**src/rtl/panel_input_conditioner.sv**
```systemverilog
// Front-panel input conditioner: two-flop synchronizers, per-channel
// debouncers, press-pulse generation for the start/cancel buttons and
// conditioned fault levels.
// Build option: define FAULT_LATCH_EN to make each fault output sticky
// until reset; when it is undefined, fault outputs follow their debounced levels.
module panel_input_conditioner #(
  parameter int unsigned DEBOUNCE_CYCLES = 4
) (
  input  logic clock,
  input  logic reset,
  input  logic raw_door_closed,
  input  logic raw_start_button,
  input  logic raw_cancel_button,
  input  logic raw_motor_failure,
  input  logic raw_low_water_pressure,
  input  logic raw_sensor_malfunction,
  output logic sig_door_closed,
  output logic sig_start_button,
  output logic sig_cancel_button,
  output logic sig_Motor_Failure,
  output logic sig_Low_Water_Pressure,
  output logic sig_Sensor_Malfunction,
  output logic sig_any_fault
);

  localparam int unsigned N_CH      = 6;
  localparam int unsigned CNT_W     = 8;
  localparam int unsigned N_FAULT   = 3;
  localparam int unsigned CH_DOOR   = 0;
  localparam int unsigned CH_START  = 1;
  localparam int unsigned CH_CANCEL = 2;
  localparam int unsigned CH_MOTOR  = 3;
  localparam int unsigned CH_WATER  = 4;
  localparam int unsigned CH_SENSOR = 5;

  localparam logic [CNT_W-1:0] CNT_TARGET = CNT_W'(DEBOUNCE_CYCLES);
  localparam logic [CNT_W-1:0] CNT_ONE    = CNT_W'(1);

  logic [N_CH-1:0]    raw_vec;
  logic [N_CH-1:0]    sync1_q;
  logic [N_CH-1:0]    sync2_q;
  logic [N_CH-1:0]    deb_q;
  logic [N_CH-1:0]    deb_next;
  logic [CNT_W-1:0]   cnt_q    [N_CH];
  logic [CNT_W-1:0]   cnt_next [N_CH];

  logic [N_FAULT-1:0] fault_q;
  logic [N_FAULT-1:0] fault_next;
  logic               any_fault_q;
  logic               start_pulse_q;
  logic               start_pulse_next;
  logic               cancel_pulse_q;
  logic               cancel_pulse_next;

  assign raw_vec = {raw_sensor_malfunction, raw_low_water_pressure, raw_motor_failure,
                    raw_cancel_button, raw_start_button, raw_door_closed};

  // Debounce counters: count cycles the synchronized value disagrees with the
  // debounced level; adopt the new value on the cycle the count would hit target.
  always_comb begin
    deb_next = deb_q;
    for (int i = 0; i < int'(N_CH); i++) begin
      cnt_next[i] = '0;
      if (sync2_q[i] != deb_q[i]) begin
        if ((cnt_q[i] + CNT_ONE) == CNT_TARGET) begin
          deb_next[i] = sync2_q[i];
        end else begin
          cnt_next[i] = cnt_q[i] + CNT_ONE;
        end
      end
    end
  end

  // Press pulses on debounced rising edges; cancel wins over start.
  always_comb begin
    cancel_pulse_next = deb_next[CH_CANCEL] & ~deb_q[CH_CANCEL];
    start_pulse_next  = deb_next[CH_START] & ~deb_q[CH_START] & ~deb_next[CH_CANCEL];
  end

  // Fault conditioning: sticky on rising edge, or transparent to the debounced level.
  always_comb begin
`ifdef FAULT_LATCH_EN
    fault_next = fault_q | (deb_next[CH_SENSOR:CH_MOTOR] & ~deb_q[CH_SENSOR:CH_MOTOR]);
`else
    fault_next = deb_next[CH_SENSOR:CH_MOTOR];
`endif
  end

  // State registers: synchronizers, debouncers and registered outputs.
  always_ff @(posedge clock) begin
    if (reset) begin
      sync1_q        <= '0;
      sync2_q        <= '0;
      deb_q          <= '0;
      fault_q        <= '0;
      any_fault_q    <= 1'b0;
      start_pulse_q  <= 1'b0;
      cancel_pulse_q <= 1'b0;
      for (int i = 0; i < int'(N_CH); i++) begin
        cnt_q[i] <= '0;
      end
    end else begin
      sync1_q        <= raw_vec;
      sync2_q        <= sync1_q;
      deb_q          <= deb_next;
      fault_q        <= fault_next;
      any_fault_q    <= |fault_next;
      start_pulse_q  <= start_pulse_next;
      cancel_pulse_q <= cancel_pulse_next;
      for (int i = 0; i < int'(N_CH); i++) begin
        cnt_q[i] <= cnt_next[i];
      end
    end
  end

  assign sig_door_closed        = deb_q[CH_DOOR];
  assign sig_start_button       = start_pulse_q;
  assign sig_cancel_button      = cancel_pulse_q;
  assign sig_Motor_Failure      = fault_q[CH_MOTOR - CH_MOTOR];
  assign sig_Low_Water_Pressure = fault_q[CH_WATER - CH_MOTOR];
  assign sig_Sensor_Malfunction = fault_q[CH_SENSOR - CH_MOTOR];
  assign sig_any_fault          = any_fault_q;

endmodule

```
**config.mk**
```make
export PLATFORM = sky130hd
export DESIGN_NAME = panel_input_conditioner
export DESIGN_NICKNAME = d
export VERILOG_FILES = /design/src/rtl/panel_input_conditioner.sv
export SDC_FILE = /design/constraint.sdc
export NUM_CORES = 1
export LEC_CHECK = 0
export ABC_CLOCK_PERIOD_IN_PS = 1800
export CAP_MARGIN = 20
export CORE_ASPECT_RATIO = 0.8
export CORE_MARGIN = 2
export CORE_UTILIZATION = 44
export CTS_CLUSTER_DIAMETER = 60
export DETAILED_ROUTE_END_ITERATION = 8
export SLEW_MARGIN = 10
export SYNTH_ARGS = -nofsm -noshare
export SYNTH_HDL_FRONTEND = slang
export SYNTH_SLANG_ARGS = --single-unit
```
**constraint.sdc**
```tcl
create_clock -name clock -period 1.8 [get_ports clock]
set_clock_uncertainty 0.1 [all_clocks]
set_input_delay 0.27 -clock clock [delete_from_list [all_inputs] [get_ports clock]]
set_output_delay 0.27 -clock clock [all_outputs]
set_load 0.05 [all_outputs]
```
==> flow_summary_export.csv <==
group,metric,value,unit
run_status,status,"finished clean",
route,drtAntennaViolNets,0,
clocking,cts_resized,0,
placed_design,hpwl,3090,um
route,wire_per_inst,10.6,um
placed_design,port-buffer-count,14,
sta,rsz0062_at_grt,"true",
critical_path,worstPathRequired,1.97,ns
die,die_y,74.5,um
critical_path,reg2reg_depth,6,
global_route,grt_pass1_wl,7490,um
route,drc,0,
global_route,antenna_found_initial,0,
power,peakVddDrop,502,uV
logic_synthesis,syn_area,0.00273,sq mm
placed_design,pre_cts_ws,0.0231,ns
route,drt_wl_total,4260,um
cells_and_area,fin_area,0.00323,sq mm
sta,setup_ws,0.0820,ns
sta,slew_viol_final,0,
clocking,cts_buffers,9,
die,die_x,92.1,um
power,leakagePower,0.00128,uW
clocking,clk_path_buf_depth,2,
sta,worst_pin_slew,0.330,ns
critical_path,cp.arrival,1.89,ns
sta,fmaxAchievable,0.582,GHz
logic_synthesis,ys_ff_latch,69,
logic_synthesis,syn_nets,300,
cells_and_area,area.growth.synth_to_final,18.3,%
cells_and_area,diodes,0,
clocking,cts-htree-levels,3,
global_route,grt_pass1_vias,1768,
logic_synthesis,ys_seq_area_share,50.6,%
clocking,cts.clk_slew.worst_paths,0.06,ns
clocking,cts_setup_buffers,0,
die,rows,25,
placed_design,place.gp.congestion,0.803,
critical_path,r2r_start,"cnt_q[0][0]",
logic_synthesis,yosysUniqueCellTypes,33,
global_route,grt_max_degree,14,
clocking,clock-sinks,69,
die,start_util,46.0,%
cells_and_area,final_common_cell,"dfxtp_1",
global_route,grt_overflow,0,
sta,final.setup.tns,0,ns
clocking,cts_tree,"yes",
clocking,cts_hold_buffers,0,
power,pwr_density_cell,864,mW/mm^2
worst_hold_path,hold_path_end,"cnt_q[2][0]",
cells_and_area,drive_gt1_share,14.1,%
critical_path,rrSetupSlack,0.08,ns
logic_synthesis,netlist_instances,284,
cells_and_area,seq_area,0.00139,sq mm
route,viasPerCell,4.63,
placed_design,place_area,0.00303,sq mm
route,vias,1856,
sta,final.min_clock_period,1.72,ns
worst_hold_path,holdCritPathClass,"register to register",
route,drtIter0Drc,75,
sta,slew_headroom,77.8,%
sta,period_share,95.4,%
global_route,grt_usage,14.4,%
critical_path,criticalPathCategory,"register to register",
die,io_pins,15,
clocking,cts-root-buf,"clkbuf_8",
critical_path,critPathMaxFanout,5,
critical_path,r2r-end,"deb_q[0]",
cells_and_area,layout_common_cells,"dfxtp_1 (65), nor2_1 (47), xor2_1 (24)",
route,drt_first_pass_iters,4,
clocking,clk_latency,0.34,ns
die,design.core.area,0.00594,sq mm
cells_and_area,final_net_count,333,
power,finalPower,2790,uW
logic_synthesis,synthesis.area_per_instance,9.62,sq um
cells_and_area,nFillCells,572,
run,drv_cap,0,
worst_hold_path,hold_depth,1,
cells_and_area,fin_util,54.4,%
sta,finalHoldViolCount,0,
critical_path,end_kind,"register",
sta,finalSetupViolCount,0,
logic_synthesis,ys_warn_count,0,
cells_and_area,multi_input_area,0.00133,sq mm
die,dieArea,0.00686,sq mm
worst_hold_path,hold_start,"cnt_q[2][0]",
critical_path,start_kind,"register",
-- cell type report --
cell class	instances	area share, %
multi-input cells	204	41.0
inverters	7	0.813
well taps	81	3.14
flip-flops and latches	69	42.9
clock buffers	12	4.49
repair buffers	26	6.58
clock inverters	2	1.08
-- registers in the layout, summed over array words and instances, names as in the netlist --
| name | cells |
|---|---|
| cnt_q | 48 |
| deb_q | 6 |
| sig_any_fault | 1 |
| sig_cancel_button | 1 |
| sig_start_button | 1 |
| sync1_q | 6 |
| sync2_q | 6 |
-- layer usage --
metal / GRT usage, % / part of all wire, %
met1: 17.4 / 51
met2: 22.4 / 42
met3: 6.08 / 4.4
met4: 6.97 / 2.3
met5: 0 / 0
-- worst max-delay path by stage --
stage / startpoint / endpoint
final: cnt_q[0][0] / deb_q[0]
after CTS: cnt_q[0][0] / deb_q[0]
after detailed placement: cnt_q[0][0] / deb_q[0]
after global routing: cnt_q[0][0] / deb_q[0]
after floorplan: cnt_q[0][0] / deb_q[0]
after global placement: cnt_q[0][0] / deb_q[0]
-- power by group --
| part | switching, uW | total [uW] | leakage, uW | internal, uW |
|---|---|---|---|---|
| Combinational | 27.1 | 62.5 | 0.000625 | 35.4 |
| Clock | 516 | 1180 | 0.0000923 | 661 |
| Sequential | 8.28 | 1550 | 0.000561 | 1540 |
| Total | 551 | 2790 | 0.00128 | 2240 |
-- cells in the mapped netlist, drive strengths merged --
cell type | number | area share, %
buf | 1 | 0.18
nand2 | 10 | 1.4
nand3 | 19 | 3.5
and2 | 8 | 1.8
or3 | 1 | 0.23
nor2 | 47 | 6.5
and4 | 1 | 0.32
a21bo | 1 | 0.37
nor3 | 4 | 0.73
nand4 | 3 | 0.69
nor4 | 3 | 0.69
xnor2 | 18 | 5.8
nor2b | 14 | 3.2
nand3b | 1 | 0.27
a41oi | 1 | 0.32
and3 | 10 | 2.3
dfxtp | 69 | 51
nor4b | 3 | 0.96
or2 | 2 | 0.46
ha | 8 | 3.7
mux2i | 4 | 1.5
xor2 | 24 | 7.7
clkbuf | 3 | 0.41
inv | 7 | 0.96
or4 | 1 | 0.27
a21o | 1 | 0.27
o21ai | 1 | 0.32
nand2b | 8 | 1.8
o31ai | 2 | 0.55
nor3b | 1 | 0.46
a211o | 2 | 0.64
a21oi | 6 | 1.2
-- cells by family (layout without fill, tap and decap cells) --
kind of cell    Yosys count  count (layout)  synth area share (%)
fa+ha+maj                 8               8                  3.66
xor+xnor                 42              42                  13.5
mux                       4               4                  1.47
flops                    69              69                  50.6
compound gates           14              14                  3.71
simple gates            136             136                  25.6
buf+inv                  11              47                  1.56
-- worst max-delay path, stage by stage, from the launching register on --
cell and delay [ns]:
dfxtp_2 0.34, ha_2 0.20, xnor2_1 0.15, nor3b_2 0.16, nand4_1 0.14, or4_1 0.42
a21oi_1 0.13
-- per-stage QoR --
stage / instances / hold WS, ns
after CTS: 401 / 0.342
after floorplan: 284 / 0.298
after detailed placement: 387 / 0.326
after global placement: 387 / 0.319
after global routing: 401 / 0.363
final: 401 / 0.336
No activity file was read; power rests on OpenSTA's default activity.
